===== src/rtl/hu_bus_pkg.sv =====
// Shared types and constants for the HuC6280 MMU / bus sequencer.
// Holds the physical region map, the region and bus-state enums, and a small helper.
package hu_bus_pkg;

    typedef enum logic [2:0] {
        REG_ROM,
        REG_RAM,
        REG_NONE,
        REG_VDC,
        REG_VCE,
        REG_PSG,
        REG_TIMER,
        REG_IO
    } region_t;

    // Lower bound of each physical region; ROM occupies everything below RAM_BASE
    localparam logic [20:0] RAM_BASE   = 21'h1F0000;
    localparam logic [20:0] NONE_BASE  = 21'h1F8000;
    localparam logic [20:0] VDC_BASE   = 21'h1FE000;
    localparam logic [20:0] VCE_BASE   = 21'h1FE400;
    localparam logic [20:0] PSG_BASE   = 21'h1FE800;
    localparam logic [20:0] TIMER_BASE = 21'h1FEC00;
    localparam logic [20:0] IO_BASE    = 21'h1FF000;

    typedef enum logic [1:0] {
        ST_IDLE,
        ST_ACCESS,
        ST_WAIT,
        ST_RESP
    } bus_state_t;

    // Regions whose read data comes back from the memory model
    function automatic logic is_mem_region(input region_t r);
        return (r == REG_ROM) || (r == REG_RAM);
    endfunction

endpackage


===== src/rtl/hu_addr_decode.sv =====
// Combinational physical-address decoder: 21-bit physical address -> region_t.
import hu_bus_pkg::*;

module hu_addr_decode (
    input  logic [20:0] pa,
    output region_t     region
);

    // Ordered range compare against the ascending region bases
    always_comb begin
        region = REG_IO;
        if (pa < RAM_BASE)
            region = REG_ROM;
        else if (pa < NONE_BASE)
            region = REG_RAM;
        else if (pa < VDC_BASE)
            region = REG_NONE;
        else if (pa < VCE_BASE)
            region = REG_VDC;
        else if (pa < PSG_BASE)
            region = REG_VCE;
        else if (pa < TIMER_BASE)
            region = REG_PSG;
        else if (pa < IO_BASE)
            region = REG_TIMER;
        else
            region = REG_IO;
    end

endmodule


===== src/rtl/hu_mmu_bus.sv =====
// HuC6280 MMU + external bus sequencer.
// Translates CPU logical addresses through eight MPR banks, decodes the physical
// region, and runs each request as a fixed-latency bus cycle.
// Build option: define MMU_IO_WAIT_EN to add IO_WAIT wait cycles on VDC/VCE
// accesses made in high-speed mode.
import hu_bus_pkg::*;

module hu_mmu_bus #(
    parameter int          IO_WAIT  = 1,
    parameter logic [7:0]  OPEN_BUS = 8'hFF
) (
    input  logic        clk,
    input  logic        rst,
    input  logic        cpu_req,
    input  logic        cpu_we,
    input  logic [15:0] cpu_addr,
    input  logic [7:0]  cpu_wdata,
    output logic        cpu_rdy,
    output logic        cpu_ack,
    output logic [7:0]  cpu_rdata,
    input  logic        mpr_we,
    input  logic [7:0]  mpr_sel,
    input  logic [7:0]  mpr_wdata,
    input  logic [2:0]  mpr_rsel,
    output logic [7:0]  mpr_rdata,
    input  logic        speed_hi,
    output logic [20:0] mem_addr,
    output logic [7:0]  mem_dout,
    input  logic [7:0]  mem_din,
    output logic        mem_re,
    output logic        mem_we,
    output logic        ce_n,
    output logic        cer_n,
    output logic        ce7_n,
    output logic        cek_n
);

    logic [7:0]  mpr [8];
    bus_state_t  state, state_nx;
    region_t     region_d, region_q;
    logic        we_q;
    logic [7:0]  rdata_q;
    logic [20:0] pa;
    logic        accept;
    logic        sel_act;
    logic        wait_go;

    // Translation uses the MPR contents before any TAM landing on the same edge
    assign pa     = {mpr[cpu_addr[15:13]], cpu_addr[12:0]};
    assign accept = (state == ST_IDLE) && cpu_req;

    hu_addr_decode u_dec (
        .pa     (pa),
        .region (region_d)
    );

    assign mpr_rdata = mpr[mpr_rsel];

    // MPR bank registers; TAM writes every bank selected in the mask
    always_ff @(posedge clk or posedge rst) begin
        if (rst) begin
            for (int i = 0; i < 7; i++) mpr[i] <= 8'hFF;
            mpr[7] <= 8'h00;
        end else if (mpr_we) begin
            for (int i = 0; i < 8; i++)
                if (mpr_sel[i]) mpr[i] <= mpr_wdata;
        end
    end

    // Latch the translated request when it is accepted in IDLE
    always_ff @(posedge clk or posedge rst) begin
        if (rst) begin
            mem_addr <= '0;
            mem_dout <= '0;
            we_q     <= 1'b0;
            region_q <= REG_NONE;
        end else if (accept) begin
            mem_addr <= pa;
            mem_dout <= cpu_wdata;
            we_q     <= cpu_we;
            region_q <= region_d;
        end
    end

`ifdef MMU_IO_WAIT_EN
    logic       wait_req_q;
    logic [7:0] wait_cnt;

    // Wait decision is frozen at accept; the counter runs only inside WAIT
    always_ff @(posedge clk or posedge rst) begin
        if (rst) begin
            wait_req_q <= 1'b0;
            wait_cnt   <= '0;
        end else begin
            if (accept)
                wait_req_q <= speed_hi && ((region_d == REG_VDC) || (region_d == REG_VCE));
            if (state == ST_WAIT)
                wait_cnt <= wait_cnt + 8'd1;
            else
                wait_cnt <= '0;
        end
    end

    assign wait_go = wait_req_q && (IO_WAIT > 0);

    logic wait_done;
    assign wait_done = (wait_cnt >= 8'(IO_WAIT - 1));
`else
    logic unused_cfg;
    assign unused_cfg = speed_hi ^ (IO_WAIT != 0);
    assign wait_go    = 1'b0;

    logic wait_done;
    assign wait_done = 1'b1;
`endif

    // Bus state register
    always_ff @(posedge clk or posedge rst) begin
        if (rst) state <= ST_IDLE;
        else     state <= state_nx;
    end

    // Next-state and bus strobes
    always_comb begin
        state_nx = state;
        cpu_rdy  = 1'b0;
        cpu_ack  = 1'b0;
        mem_re   = 1'b0;
        mem_we   = 1'b0;
        sel_act  = 1'b0;
        case (state)
            ST_IDLE: begin
                cpu_rdy = 1'b1;
                if (cpu_req) state_nx = ST_ACCESS;
            end
            ST_ACCESS: begin
                mem_re   = ~we_q;
                mem_we   = we_q;
                sel_act  = 1'b1;
                state_nx = wait_go ? ST_WAIT : ST_RESP;
            end
            ST_WAIT: begin
                sel_act = 1'b1;
                if (wait_done) state_nx = ST_RESP;
            end
            ST_RESP: begin
                cpu_ack  = 1'b1;
                state_nx = ST_IDLE;
            end
            default: state_nx = ST_IDLE;
        endcase
    end

    // Response data: memory byte for ROM/RAM reads, open bus otherwise, writes keep last value
    always_comb begin
        cpu_rdata = rdata_q;
        if (state == ST_RESP && !we_q)
            cpu_rdata = is_mem_region(region_q) ? mem_din : OPEN_BUS;
    end

    // Hold the last returned byte so writes can echo it
    always_ff @(posedge clk or posedge rst) begin
        if (rst)                    rdata_q <= '0;
        else if (state == ST_RESP)  rdata_q <= cpu_rdata;
    end

    assign ce_n  = ~(sel_act && (region_q == REG_ROM));
    assign cer_n = ~(sel_act && (region_q == REG_RAM));
    assign ce7_n = ~(sel_act && (region_q == REG_VDC));
    assign cek_n = ~(sel_act && (region_q == REG_VCE));

endmodule


===== config.mk =====
export PLATFORM = sky130hd
export DESIGN_NAME = hu_mmu_bus
export DESIGN_NICKNAME = d
export VERILOG_FILES = /design/src/rtl/hu_bus_pkg.sv /design/src/rtl/hu_addr_decode.sv /design/src/rtl/hu_mmu_bus.sv
export SDC_FILE = /design/constraint.sdc
export NUM_CORES = 1
export LEC_CHECK = 0
export ABC_AREA = 1
export BUFFER_PORTS_ARGS = -buffer_cell sky130_fd_sc_hd__clkbuf_2
export CORE_MARGIN = 2
export CORE_UTILIZATION = 50
export DETAILED_ROUTE_END_ITERATION = 8
export PLACE_DENSITY = 0.79
export SETUP_SLACK_MARGIN = 0.4
export SKIP_CTS_REPAIR_TIMING = 1
export SKIP_LAST_GASP = 1
export SLEW_MARGIN = 40
export SYNTH_ARGS = -nofsm -noshare
export SYNTH_HDL_FRONTEND = slang
export SYNTH_SLANG_ARGS = --single-unit

===== constraint.sdc =====
create_clock -name clk -period 3.96 [get_ports clk]
set_clock_uncertainty 0.2 [all_clocks]
set_input_delay 0 -clock clk [delete_from_list [all_inputs] [get_ports clk]]
set_output_delay 0 -clock clk [all_outputs]
set_load 0.005 [all_outputs]

### Word level (Yosys, flattened, before mapping)

Cells that the tools add are included.

| storage, ports and cells | value |
|---|---|
| register bits | 107 |
| latch bits | 0 |
| memory bits (writable) | 0 |
| ROM bits | 0 |
| bits of input ports | 57 |
| output and inout port bits | 53 |
| word-level logic and storage cells | 78 |
| memories kept | 0 |

| cells by class | value |
|---|---|
| $add $sub $neg | 0 |
| $mul | 0 |
| divide/modulo/power cells | 0 |
| $lt $le $gt $ge | 9 |
| equality and inequality tests | 7 |
| shifts and indexed selects | 0 |
| mux-type cells | 22 |
| bitwise gates (word level) | 7 |
| reductions and logical operators | 19 |

Operators with widths:

| operator | number |
|---|---|
| $lt A21 B21 Y1 const B | 7 |
| $bmux W8 S3 | 2 |
| $mux W8 | 6 |
| $mux W3 | 6 |
| $reduce_and A2 Y1 | 8 |
| $ge A4 B4 Y1 const B | 2 |
| $not A3 Y4 | 2 |
| $logic_and A1 B1 Y1 | 6 |
| $mux W1 | 6 |
| $pmux W2 S3 | 1 |
| $not A1 Y1 | 5 |
| $eq A2 B2 Y1 const B | 2 |
| $eq A3 B1 Y1 const B | 1 |
| $eq A3 B2 Y1 const B | 1 |
| $eq A3 B3 Y1 const B | 1 |
| $logic_not A3 Y1 | 1 |
| $eq A2 B1 Y1 const B | 1 |
| $logic_not A2 Y1 | 1 |
| $mux W2 | 1 |
| $ne A2 B2 Y1 const B | 1 |
| $reduce_or A2 Y1 | 1 |
| $logic_not A1 Y1 | 1 |
| $logic_or A1 B1 Y1 | 1 |

### Depth between registers and ports, before layout

Gate-level depths: netlist (run 1).

| logic depth | value |
|---|---|
| word-level depth | 12 |
| gate-level depth with buffers | 13 |
| gate-level depth less buffers | 11 |

### Modules after synthesis

Synthesis (run 1) repeated with hierarchy kept, for this count alone.

| second synthesis, totals | value |
|---|---|
| cell total of the unflattened synthesis | 762 |
| area total of the unflattened synthesis | 5611.6 µm² |

By module, submodules not included:

| module | times used | cells each | area an instance (µm²) |
|---|---|---|---|
| hu_mmu_bus | 1 | 742 | 5521.5 |
| hu_addr_decode | 1 | 20 | 90.1 |

### Least setup slack after synthesis (run 1)

Ideal clock, no wire load.

| timing | value |
|---|---|
| path kind | reg2reg |
| start | register state[0] |
| end | register mem_addr[14] |
| arrival time | 1363 ps |
| data required time | 3678 ps |
| path slack | 2315 ps |
| stages on the path, launching flop included | 8 |
| buffers on the path | 1 |
| period minus slack after synthesis | 1645 ps |
| cells stage by stage | dfrtp_1 inv_1 ha_1 nand2_1 inv_1 buf_1 nor2_1 a31oi_1 |

| on the way | value |
|---|---|
| word-level cells in the longest chain between the ends | 2 |

Ends and longest elaborated chain:

| item | line | RTL |
|---|---|---|
| start: declaration | hu_mmu_bus.sv:39 | `bus_state_t state, state_nx;` |
| start signal: assignment | hu_mmu_bus.sv:120 | `else state <= state_nx;` |
| $logic_not A2 Y1 | hu_mmu_bus.sv:50 | `assign accept = (state == ST_IDLE) && cpu_req;` |
| $logic_and A1 B1 Y1 | hu_mmu_bus.sv:50 |  |
| end signal: assignment | hu_mmu_bus.sv:78 | `mem_addr <= pa;` |
| end: declaration | hu_mmu_bus.sv:27 | `output logic [20:0] mem_addr,` |

Every way passes these cells.
A chain may end at the register's enable or synchronous reset.

### Final worst setup path (run 1)

| timing | value |
|---|---|
| start | register state[0] |
| end | output cpu_rdata[7] |

| on the way | value |
|---|---|
| word-level cells in the longest chain between the ends | 3 |

Ends and longest elaborated chain:

| item | line | RTL |
|---|---|---|
| $eq A2 B2 Y1 | hu_mmu_bus.sv:157 | `if (state == ST_RESP && !we_q)` |
| $logic_and A1 B1 Y1 | hu_mmu_bus.sv:157 |  |
| $mux W8 | hu_mmu_bus.sv:157 |  |
| end: declaration | hu_mmu_bus.sv:20 | `output logic [7:0] cpu_rdata,` |

Every way passes these cells.

==> results of run 1 <==
[per-stage QoR]
step / cell area [sq um] / cells
6_report: 6716 / 1023
5_1_grt: 6716 / 1023
2_1_floorplan: 5564 / 756
3_5_place_dp: 6103 / 966
3_3_place_gp: 6101 / 966
4_1_cts: 6306 / 982
[Yosys cell counts]
cell / n / area share
sky130_fd_sc_hd__buf_2: 7 / 0.0063
sky130_fd_sc_hd__nand4_1: 5 / 0.0056
sky130_fd_sc_hd__nor2_2: 1 / 0.0011
sky130_fd_sc_hd__nand2_1: 272 / 0.18
sky130_fd_sc_hd__nor3_1: 8 / 0.0072
sky130_fd_sc_hd__o21ai_0: 120 / 0.11
sky130_fd_sc_hd__dfrtp_1: 50 / 0.22
sky130_fd_sc_hd__dfstp_2: 57 / 0.27
sky130_fd_sc_hd__a21oi_1: 34 / 0.031
sky130_fd_sc_hd__inv_1: 88 / 0.059
sky130_fd_sc_hd__clkinv_1: 1 / 0.00067
sky130_fd_sc_hd__ha_1: 4 / 0.0090
sky130_fd_sc_hd__buf_6: 4 / 0.0081
sky130_fd_sc_hd__buf_1: 1 / 0.00067
sky130_fd_sc_hd__a31oi_1: 14 / 0.016
sky130_fd_sc_hd__inv_2: 2 / 0.0013
sky130_fd_sc_hd__clkbuf_1: 26 / 0.018
sky130_fd_sc_hd__nor2_1: 24 / 0.016
sky130_fd_sc_hd__nand3_1: 36 / 0.032
sky130_fd_sc_hd__buf_4: 2 / 0.0027
[how the worst min path moves through the flow]
stage	slack (ps)	end	cells past startpoint	from
after floorplan	-90	mem_addr[0]	2	cpu_addr[0]
after global placement	-6	mem_addr[2]	3	cpu_addr[2]
after detailed placement	-10	mem_dout[6]	2	rst
after CTS	-430	mem_addr[2]	2	rst
after global routing	40	mpr[43]	4	mpr_sel[2]
final	-20	mpr[52]	4	mpr_sel[1]
[report_power, final]
group	internal, mW	leakage [nW]	total [mW]	switching (mW)
Combinational	0.437	2.15	1.07	0.628
Sequential	1.42	1.21	1.57	0.150
Clock	0.302	0.0990	0.701	0.399
[logic make-up after synthesis]
logic type,Yosys count,synth area share
fa+ha+maj,4,0.008995
buf+inv,131,0.09669
compound gates,168,0.1543
flops,107,0.4940
simple gates,346,0.2460
[layout by cell type, fill, tap and decap left out, drive strengths merged]
| cell type | count |
|---|---|
| a21oi | 34 |
| nand3 | 36 |
| nor3 | 8 |
| ha | 4 |
| clkinv | 3 |
| nand4 | 5 |
| buf | 2 |
| clkbuf | 118 |
| a31oi | 14 |
| dlygate4sd3 | 41 |
| nand2 | 272 |
| clkinvlp | 1 |
| o21ai | 120 |
| inv | 92 |
| bufinv | 1 |
| nor2 | 25 |
| dfstp | 57 |
| dfrtp | 50 |
[per-layer routing]
metal	GRT usage	part of all wire	vias up
met2	0.3933	0.47	225
li1	-	-	2641
met5	0	0	-
met4	0.07052	0.020	0
met3	0.04505	0.074	27
met1	0.3481	0.43	2486
[worst register-to-register path, stage by stage (launching register included)]
cell                      delay, ps
sky130_fd_sc_hd__dfrtp_1        450
sky130_fd_sc_hd__inv_1           80
sky130_fd_sc_hd__ha_1           180
sky130_fd_sc_hd__nand2_1         90
sky130_fd_sc_hd__inv_2          410
sky130_fd_sc_hd__nor2_1         100
sky130_fd_sc_hd__a31oi_1        170
[registers in the layout, indices dropped and copies added, names as in the netlist]
signal,flops
rdata_q,8
mem_addr,21
we_q,1
mpr,64
region_q,3
mem_dout,8
state,2
[area by class of cell]
class,count,area (sq um)
fillers,952,4124
flip-flops and latches,107,2749
multi-input cells,518,2277
repair buffers,151,965.9
inverters,91,346.6
well taps,140,175.2
clock buffers,10,127.6
clock inverters,6,75.07
==> impl_metrics.py, run 1 <==
metrics = {
    "worst_setup_path": {
        "worstPathCellList": "ha_1 > nand2_1 > nand2_1 > o21ai_0 > clkbuf_2",
        "path_buf_inv": 1,
        "critical_path.reg2reg.endpoint": "mem_addr[14]",
        "cp_top_family": "simple AND/OR/NAND/NOR gates",
        "critPathMaxFanout": 24,
        "worst-endpoint-required_ps": 3760,
        "setup.worst_path.start_class": "register",
        "critical_path_class": "register to output port",
        "worst_path_max_delay_cell": "sky130_fd_sc_hd__dfrtp_1",
        "cpPeakStageDelay_ps": 450,
        "crit_arrival_ps": 1950,
        "number_of_cells_on_the_critical_path": 5,
        "worst_r2r_path_depth": 6,
        "critical_path.startpoint": "state[0]",
        "timing.rr.start": "state[0]",
        "worst_path_most_repeated_cell": "sky130_fd_sc_hd__nand2_1",
        "worst-r2r-setup-slack_ps": 2190,
        "endpoint_type_of_the_worst_setup_path": "output port",
        "setup.worst_path.end": "cpu_rdata[7]",
    },
    "detailed_routing": {
        "remaining_drc_errors": 0,
        "vias": 5379,
        "ant_nets": 0,
        "drt-vias-per-instance": 5.258,
        "initialDrtViolationCount": 544,
        "wl_per_cell_microns": 14.97,
        "detailedRoute.firstPassIterationCount": 6,
        "wirelength_microns": 15310,
    },
    "final_layout": {
        "syn2layout_area_growth_pct": 20.71,
        "final_layout_size_suffix_gt1_frac": 0.2129,
        "num-nets-final": 939,
        "fin_util": 0.6196,
        "insertedDiodeCount": 0,
    },
    "global_routing": {
        "grt_start_max_net_pins": 84,
        "grt.overflow.total": 0,
        "global_routing_usage_summed_across_all_routing_layers": 0.2473,
        "global_route_wire_length_before_repair_microns": 22830,
        "grt_antenna_before_repair": 0,
        "grt_pass1_vias": 4715,
    },
    "die": {
        "floorplan.core_area_sq_mm": 0.01084,
        "initial_utilization": 0.5133,
        "die-area_sq_mm": 0.01199,
        "top_level_ports": 110,
        "fp.dieW_microns": 109.5,
        "chipHeight_microns": 109.5,
        "rows": 38,
    },
    "clock_network": {
        "cts_num_sinks": 107,
        "cts.path.max_buffers": 2,
        "cts-root-buf": "sky130_fd_sc_hd__clkbuf_8",
        "cts_buffers": 9,
        "clock_insertion_delay_at_the_later_pin_of_the_skew_report_ps": 390,
        "cts_tree": "yes",
        "cts.htree.levels": 3,
        "clk_transition_reported_paths_ps": 110,
    },
    "pwr": {
        "p_leak_nw": 3.463,
        "worst_ir_drop_vdd_uv": 297.9,
        "final_power_mw": 3.339,
        "power_per_cell_area_mw_per_mm2": 497.2,
    },
    "timing": {
        "max_freq_mhz": 465.7,
        "rsz0062_at_grt": "no",
        "finalWorstPathRequiredPeriod_ps": 2147,
        "finalMaxSlewViolations": 0,
        "final-hold-violation-count": 7,
        "timing.setup.tns_ps": 0,
        "worst_slack_ps": 1813,
        "transition_time_at_the_pin_with_the_least_slew_margin_ps": 788.8,
        "setup_violations_final": 0,
        "max_slew_margin": 0.4741,
        "final.period_utilization": 0.5423,
        "hold_slack_ps": -23.53,
    },
    "logic_synthesis": {
        "synth_nets": 817,
        "post_synth.cell_area_avg_sq_um": 7.360,
        "number_of_flip_flops_and_latches_in_the_synthesized_netlist": 107,
        "post_synthesis_cell_area_sq_mm": 0.005564,
        "syn-instance-count": 756,
        "synth-seq-area-share": 0.4940,
        "synth_warnings": 0,
        "synth_cell_type_count": 20,
    },
    "run_status": {
        "outcome": "complete, but fails checks",
        "violations": "negative hold slack",
    },
    "placed_design": {
        "place_ws_ps": 1716,
        "finalWeightedCongestion": 0.8354,
        "buffer_ports.inserted": 108,
        "detailed_place_hpwl_microns": 9684,
    },
    "flow_run": {
        "max-cap-violations": 0,
    },
    "min_path": {
        "holdCritPathClass": "input port to register",
    },
}
No activity file was read; power rests on OpenSTA's default activity.
==> run 2, diff against run 1 <==
--- a/config.mk
+++ b/config.mk
@@ -5,12 +5,12 @@
 export SDC_FILE = /design/constraint.sdc
 export NUM_CORES = 1
 export LEC_CHECK = 0
-export ABC_AREA = 1
+export ABC_AREA = 0
 export BUFFER_PORTS_ARGS = -buffer_cell sky130_fd_sc_hd__clkbuf_2
 export CORE_MARGIN = 2
 export CORE_UTILIZATION = 50
 export DETAILED_ROUTE_END_ITERATION = 8
-export PLACE_DENSITY = 0.79
+export PLACE_DENSITY = 0.8
 export SETUP_SLACK_MARGIN = 0.4
 export SKIP_CTS_REPAIR_TIMING = 1
 export SKIP_LAST_GASP = 1
==> constraint.sdc (replaced) <==
create_clock -name clk -period 2 [get_ports clk]
set_clock_uncertainty 0.2 [all_clocks]
set_input_delay 0 -clock clk [delete_from_list [all_inputs] [get_ports clk]]
set_output_delay 0 -clock clk [all_outputs]
set_load 0.005 [all_outputs]
==> run 2 against run 1 <==
The run ends with negative setup slack left. Wire length is 12% lower. Sequential cell count did not move. Area after synthesis fell by 4.6%. Clock power grew 87%. Critical path depth shrank 1. Non-clock buffer count grew 28. Register-to-register slack got worse by 2200 ps.
==> impl_metrics.py, run 2 <==
metrics = {
    "final_layout": {
        "mostFrequentLayoutCell": "sky130_fd_sc_hd__clkbuf_2",
        "largest_reg_flops": 64,
        "layout_cells_excl_fill": 656,
        "num-nets-final": 576,
        "layout.filler_cells": 701,
        "insertedDiodeCount": 0,
        "final_layout_size_suffix_gt1_frac": 0.6846,
        "final_cell_area_sq_mm": 0.007025,
        "register_area_sq_mm": 0.002749,
        "layout_common_cells": "106 x sky130_fd_sc_hd__clkbuf_2, 92 x sky130_fd_sc_hd__mux2_2, 57 x sky130_fd_sc_hd__dfstp_2",
        "reg.largest.list": "mpr (64), mem_addr (21)",
        "syn2layout_area_growth_pct": 32.40,
        "multi_input_area_sq_mm": 0.002557,
        "top_register": "mpr",
    },
    "worst_setup_path": {
        "cpPeakStageDelay_ps": 560,
        "worst_path_max_delay_cell": "sky130_fd_sc_hd__dfstp_2",
        "worst-endpoint-required_ps": 2070,
        "number_of_cells_on_the_critical_path": 4,
        "worstPathCellList": "mux4_2 > mux2i_2 > or4_4 > o41ai_2",
        "crit_arrival_ps": 2100,
        "setup.worst_path.start_class": "register",
        "path_buf_inv": 0,
        "critical_path_class": "register to register",
        "critPathMaxFanout": 3,
        "worst_r2r_path_depth": 4,
        "cp_top_family": "flip-flops",
        "endpoint_type_of_the_worst_setup_path": "register",
    },
    "timing": {
        "final.period_utilization": 1.018,
        "transition_time_at_the_pin_with_the_least_slew_margin_ps": 521.0,
        "max_freq_mhz": 491.3,
        "finalWorstPathRequiredPeriod_ps": 2036,
        "finalMaxSlewViolations": 0,
        "timing.setup.tns_ps": -44.63,
        "rsz0062_at_grt": "yes",
        "final-hold-violation-count": 0,
        "worst_slack_ps": -35.62,
        "setup_violations_final": 2,
        "max_slew_margin": 0.6518,
    },
    "die": {
        "die-area_sq_mm": 0.01145,
        "rows": 37,
        "fp.dieW_microns": 107.0,
        "initial_utilization": 0.5140,
        "floorplan.core_area_sq_mm": 0.01032,
        "chipHeight_microns": 107.0,
        "top_level_ports": 110,
    },
    "logic_synthesis": {
        "synth-seq-area-share": 0.5180,
        "synth_top_cell_by_area": "sky130_fd_sc_hd__dfstp_2",
        "synth_warnings": 0,
        "synth_common_cells": "96 x sky130_fd_sc_hd__mux2_2, 57 x sky130_fd_sc_hd__dfstp_2, 50 x sky130_fd_sc_hd__dfrtp_1",
        "synth_cell_type_count": 37,
        "ys_async_sr_fraction": 1.000,
        "yosys.cell_count.top_type": "sky130_fd_sc_hd__mux2_2",
        "syn-instance-count": 342,
        "synth_top_cells_by_area": "sky130_fd_sc_hd__dfstp_2 28%, sky130_fd_sc_hd__dfrtp_1 24%, sky130_fd_sc_hd__mux2_2 20%, sky130_fd_sc_hd__mux4_2 7.2%, sky130_fd_sc_hd__mux4_1 6.4%",
        "post_synth.cell_area_avg_sq_um": 15.52,
        "portion_of_synthesized_cell_area_occupied_by_the_leading_cell_type": 0.2822,
        "post_synthesis_cell_area_sq_mm": 0.005306,
        "number_of_flip_flops_and_latches_in_the_synthesized_netlist": 107,
        "number_of_synthesized_flops_with_an_enable_pin": 0,
        "synth_nets": 403,
        "dominantRegCellSynth": "sky130_fd_sc_hd__dfstp_2",
    },
    "pwr": {
        "power_per_cell_area_mw_per_mm2": 1092,
        "worst_ir_drop_vdd_uv": 818.1,
        "p_leak_nw": 3.013,
    },
    "run_status": {
        "outcome": "complete, but fails checks",
        "violations": "negative setup slack",
    },
    "clock_network": {
        "cts.path.max_buffers": 2,
        "cts.htree.levels": 3,
        "cts_tree": "yes",
        "cts_num_sinks": 107,
        "cts_buffers": 9,
        "cts-root-buf": "sky130_fd_sc_hd__clkbuf_8",
        "clk_transition_reported_paths_ps": 100,
        "clock_insertion_delay_at_the_later_pin_of_the_skew_report_ps": 370,
    },
    "detailed_routing": {
        "ant_nets": 0,
        "wl_per_cell_microns": 20.56,
        "remaining_drc_errors": 0,
        "detailedRoute.firstPassIterationCount": 4,
        "vias": 3769,
        "initialDrtViolationCount": 253,
        "drt-vias-per-instance": 5.745,
        "wirelength_microns": 13490,
    },
    "global_routing": {
        "grt_start_max_net_pins": 49,
        "grt.overflow.total": 0,
        "grt_antenna_before_repair": 0,
        "global_route_wire_length_before_repair_microns": 17810,
        "global_routing_usage_summed_across_all_routing_layers": 0.2034,
        "grt_pass1_vias": 3505,
    },
    "placed_design": {
        "buffer_ports.inserted": 108,
        "detailed_place_hpwl_microns": 8133,
        "finalWeightedCongestion": 0.8109,
        "post-place-cells": 584,
        "placed_area_sq_mm": 0.006081,
    },
    "min_path": {
        "holdCritPathClass": "input port to register",
        "hold-path-cell-count": 3,
    },
    "flow_run": {
        "max-cap-violations": 0,
    },
}
==> run 2: cell count changes after synthesis, moves of 21 or more <==
cell	change
sky130_fd_sc_hd__a21oi_1	-33
sky130_fd_sc_hd__inv_1	-85
sky130_fd_sc_hd__mux2_2	+96
sky130_fd_sc_hd__nand2_1	-249
sky130_fd_sc_hd__nand3_1	-35
sky130_fd_sc_hd__nor2_1	-21
sky130_fd_sc_hd__o21ai_0	-112
==> run 2: through the flow <==
step	setup WS [ps]	hold WS (ps)	utilization	total power, mW
4_1_cts	-73.80	-686.9	0.6078	6.938
3_3_place_gp	-5.205	-277.5	0.5890	5.487
2_1_floorplan	106.0	-91.16	-	4.692
5_1_grt	-114.8	97.39	0.6805	8.065
3_5_place_dp	-37.11	-270.4	0.5890	5.613
6_report	-35.62	67.67	0.6805	7.672
==> run 2: kinds of logic after synthesis <==
| group | count (synthesis) | synth area share |
|---|---|---|
| AND/OR/NAND/NOR | 42 | 0.03914 |
| adder cells (fa/ha/maj) | 4 | 0.009432 |
| XOR/XNOR | 1 | 0.001651 |
| AO/OA/AOI/OAI | 32 | 0.04693 |
| flip-flops | 107 | 0.5180 |
| buffers and inverters | 21 | 0.02759 |
| multiplexers | 135 | 0.3572 |
==> run 2: where the power goes <==
part | leakage (nW) | total [mW] | switching (mW) | internal [mW]
Combinational | 1.73 | 3.07 | 1.28 | 1.79
Clock | 0.0901 | 1.31 | 0.727 | 0.580
Sequential | 1.19 | 3.29 | 0.404 | 2.89
==> run 2: worst paths after layout <==
check	from	to	slack, ps
min in group asynchronous	rst	mpr[19]	80
worst max register to register	mpr[25]	region_q[2]	-40
worst max-delay path	mpr[25]	region_q[2]	-40
max in group asynchronous	rst	mpr[3]	1010
worst min register to register	mem_addr[17]	mem_addr[17]	300
worst min-delay path	cpu_addr[14]	mem_addr[20]	70
==> run 2: final cells by class <==
cell class	instances	share of cell area
Sequential cell	107	0.3913
Tap cell	136	0.02422
Clock inverter	6	0.009439
Timing Repair Buffer	179	0.1907
Clock buffer	10	0.01817
Multi-Input combinational cell	215	0.3640
Inverter	3	0.002137
==> run 2: metal layers <==
metal  GRT usage  vias to the layer above  wire, microns
li1            -                     1655              -
met1      0.2549                     1899           5194
met2      0.3576                      182           7066
met3     0.04681                       33            936
met4     0.05009                        0            292
met5           0                        -              0
==> run 2: worst min-delay path, delay by kind of cell <==
kind | cells | cell delay (ps)
buffers and inverters | 1 | 320
multiplexers | 1 | 130
AO/OA/AOI/OAI | 1 | 130
==> run 3, diff against run 2 <==
--- a/config.mk
+++ b/config.mk
@@ -6,11 +6,13 @@
 export NUM_CORES = 1
 export LEC_CHECK = 0
 export ABC_AREA = 0
-export BUFFER_PORTS_ARGS = -buffer_cell sky130_fd_sc_hd__clkbuf_2
+export CELL_PAD_IN_SITES_DETAIL_PLACEMENT = 1
+export CELL_PAD_IN_SITES_GLOBAL_PLACEMENT = 1
 export CORE_MARGIN = 2
 export CORE_UTILIZATION = 50
 export DETAILED_ROUTE_END_ITERATION = 8
-export PLACE_DENSITY = 0.8
+export DONT_BUFFER_PORTS = 1
+export PLACE_DENSITY = 0.82
 export SETUP_SLACK_MARGIN = 0.4
 export SKIP_CTS_REPAIR_TIMING = 1
 export SKIP_LAST_GASP = 1
==> run 3 against run 2 <==
The run ends with negative hold slack, negative setup slack left. Global-route usage increased by 1.3 points. Sequential power increased by 3%. Largest power group unchanged. Sequential share of layout area increased by 3.4 points. Largest cell class unchanged. Critical path type unchanged. Sequential cell count unchanged.
==> impl_metrics.py, run 3 (synthesized netlist as in run 2, its figures left out) <==
metrics = {
    "run_status": {
        "outcome": "complete, but fails checks",
        "violations": "negative hold slack, negative setup slack",
    },
    "global_routing": {
        "grt_start_max_net_pins": 65,
        "grt_pass1_vias": 3348,
        "global_routing_usage_summed_across_all_routing_layers": 0.2160,
        "grt_antenna_before_repair": 0,
        "global_route_wire_length_before_repair_microns": 18560,
        "grt.overflow.total": 0,
    },
    "detailed_routing": {
        "drt-vias-per-instance": 6.011,
        "initialDrtViolationCount": 176,
        "wl_per_cell_microns": 25.77,
        "wirelength_microns": 14150,
        "detailedRoute.firstPassIterationCount": 4,
        "vias": 3300,
        "remaining_drc_errors": 0,
        "ant_nets": 0,
    },
    "worst_setup_path": {
        "cpPeakStageDelay_ps": 550,
        "setup.worst_path.start_class": "register",
        "endpoint_type_of_the_worst_setup_path": "register",
        "critPathMaxFanout": 3,
        "crit_arrival_ps": 2120,
        "worstPathCellList": "mux4_1 > mux2i_1 > or4_4 > o41ai_2",
        "worst-endpoint-required_ps": 2060,
        "cp_top_family": "flip-flops",
        "worst_path_max_delay_cell": "sky130_fd_sc_hd__dfstp_2",
        "path_buf_inv": 0,
        "critical_path_class": "register to register",
    },
    "die": {
        "fp.dieW_microns": 107.0,
        "rows": 37,
        "initial_utilization": 0.5140,
        "chipHeight_microns": 107.0,
        "die-area_sq_mm": 0.01145,
        "floorplan.core_area_sq_mm": 0.01032,
        "top_level_ports": 110,
    },
    "clock_network": {
        "cts_buffers": 9,
        "cts.path.max_buffers": 2,
        "cts-root-buf": "sky130_fd_sc_hd__clkbuf_8",
        "cts.htree.levels": 3,
        "cts_tree": "yes",
        "clock_insertion_delay_at_the_later_pin_of_the_skew_report_ps": 370,
        "cts_num_sinks": 107,
        "clk_transition_reported_paths_ps": 100,
    },
    "final_layout": {
        "num-nets-final": 469,
        "final_layout_size_suffix_gt1_frac": 0.5860,
        "reg.largest.list": "mpr (64), mem_addr (21)",
        "top_register": "mpr",
        "layout.filler_cells": 938,
        "syn2layout_area_growth_pct": 21.91,
        "insertedDiodeCount": 0,
        "layout_cells_excl_fill": 549,
        "final_cell_area_sq_mm": 0.006469,
        "largest_reg_flops": 64,
        "layout_common_cells": "89 x sky130_fd_sc_hd__mux2_2, 57 x sky130_fd_sc_hd__dfstp_2, 50 x sky130_fd_sc_hd__dfrtp_1",
        "mostFrequentLayoutCell": "sky130_fd_sc_hd__mux2_2",
        "fin_util": 0.6266,
    },
    "timing": {
        "final-hold-violation-count": 10,
        "final.period_utilization": 1.027,
        "transition_time_at_the_pin_with_the_least_slew_margin_ps": 725.8,
        "rsz0062_at_grt": "yes",
        "finalMaxSlewViolations": 0,
        "setup_violations_final": 2,
        "max_slew_margin": 0.5146,
        "hold_slack_ps": -329.9,
        "worst_slack_ps": -53.68,
        "max_freq_mhz": 486.9,
        "finalWorstPathRequiredPeriod_ps": 2054,
    },
    "pwr": {
        "power.switching_fraction": 0.3069,
        "power_per_cell_area_mw_per_mm2": 1137,
        "pwr-share-comb": 0.334,
        "pwr-share-seq": 0.461,
        "p_int_mw": 5.095,
        "power.share.clock": 0.205,
        "p_leak_nw": 2.598,
        "total_switching_power_mw": 2.257,
        "worst_ir_drop_vdd_uv": 547.5,
    },
    "placed_design": {
        "place_ws_ps": -184.1,
        "finalWeightedCongestion": 0.7941,
        "post-place-cells": 470,
        "detailed_place_hpwl_microns": 8137,
        "buffer_ports.inserted": 0,
        "placed_area_sq_mm": 0.005433,
    },
    "min_path": {
        "holdCritPathClass": "input port to register",
    },
    "flow_run": {
        "max-cap-violations": 0,
    },
}
[run 3: changes by cell type in the layout (fill, tap and decap cells not counted), moves of 2 or more]
cell                         delta
sky130_fd_sc_hd__buf_12         -4
sky130_fd_sc_hd__buf_2          -2
sky130_fd_sc_hd__buf_4          +3
sky130_fd_sc_hd__buf_6          +2
sky130_fd_sc_hd__clkbuf_2     -106
sky130_fd_sc_hd__clkinv_4       -2
sky130_fd_sc_hd__clkinvlp_4     -2
sky130_fd_sc_hd__mux2_2         -3
sky130_fd_sc_hd__mux2_4         +3
sky130_fd_sc_hd__mux4_1         +3
sky130_fd_sc_hd__mux4_2         -3
sky130_fd_sc_hd__nand2_4        +2
sky130_fd_sc_hd__nand2_8        -2
[run 3: cell type report]
cell class                 instances  area [sq um]  area share
sequential                       107          2749      0.4250
tap                              136         170.2     0.02631
clock inverter                     4         71.32     0.01103
clock buffer                      12         156.4     0.02418
multi-input combinational        215          2557      0.3954
timing repair buffer              72         749.5      0.1159
inverter                           3         15.01    0.002321
[run 3: worst paths after layout]
kind / slack, ps / startpoint / end / depth (start not counted)
min in group asynchronous: 80 / rst / mem_addr[9] / 3
worst max-delay path: -50 / mpr[33] / region_q[2] / 4
worst min register to register: 320 / region_q[1] / region_q[1] / 2
max in group asynchronous: 1100 / rst / mpr[41] / 3
worst max register to register: -50 / mpr[33] / region_q[2] / 4
worst min-delay path: -330 / cpu_addr[14] / mem_addr[20] / 2
[run 3: metal layers]
| metal | vias to the layer above | GRT usage | share of wire |
|---|---|---|---|
| li1 | 1428 | - | - |
| met1 | 1758 | 0.2673 | 0.40 |
| met2 | 103 | 0.3785 | 0.54 |
| met3 | 11 | 0.05653 | 0.048 |
| met4 | 0 | 0.05288 | 0.010 |
| met5 | - | 0 | 0 |
[run 3: power by group through the flow]
stage / registers (mW) / logic, mW / clock network (mW)
3_5_place_dp: 3.39 / 1.69 / 0
3_3_place_gp: 3.33 / 1.60 / 0
4_1_cts: 3.35 / 1.69 / 1.54
2_1_floorplan: 3.22 / 1.48 / 0
5_1_grt: 3.46 / 2.61 / 1.61
6_report: 3.39 / 2.46 / 1.51
[run 3: stage by stage]
stage | hold slack (ps) | TNS [ps] | total power [mW]
floorplan | -91.16 | 0 | 4.692
global placement | -132.6 | -13.01 | 4.926
detailed placement | -126.0 | -301.3 | 5.073
CTS | -531.9 | -331.6 | 6.582
global route | -333.5 | -259.1 | 7.688
finish | -329.9 | -67.06 | 7.352
[run 3: worst reg2reg max path, cell delays in order (launching register included)]
cell and delay, ps:
sky130_fd_sc_hd__dfstp_2 550, sky130_fd_sc_hd__mux4_1 240, sky130_fd_sc_hd__mux2i_1 100, sky130_fd_sc_hd__or4_4 550, sky130_fd_sc_hd__o41ai_2 320
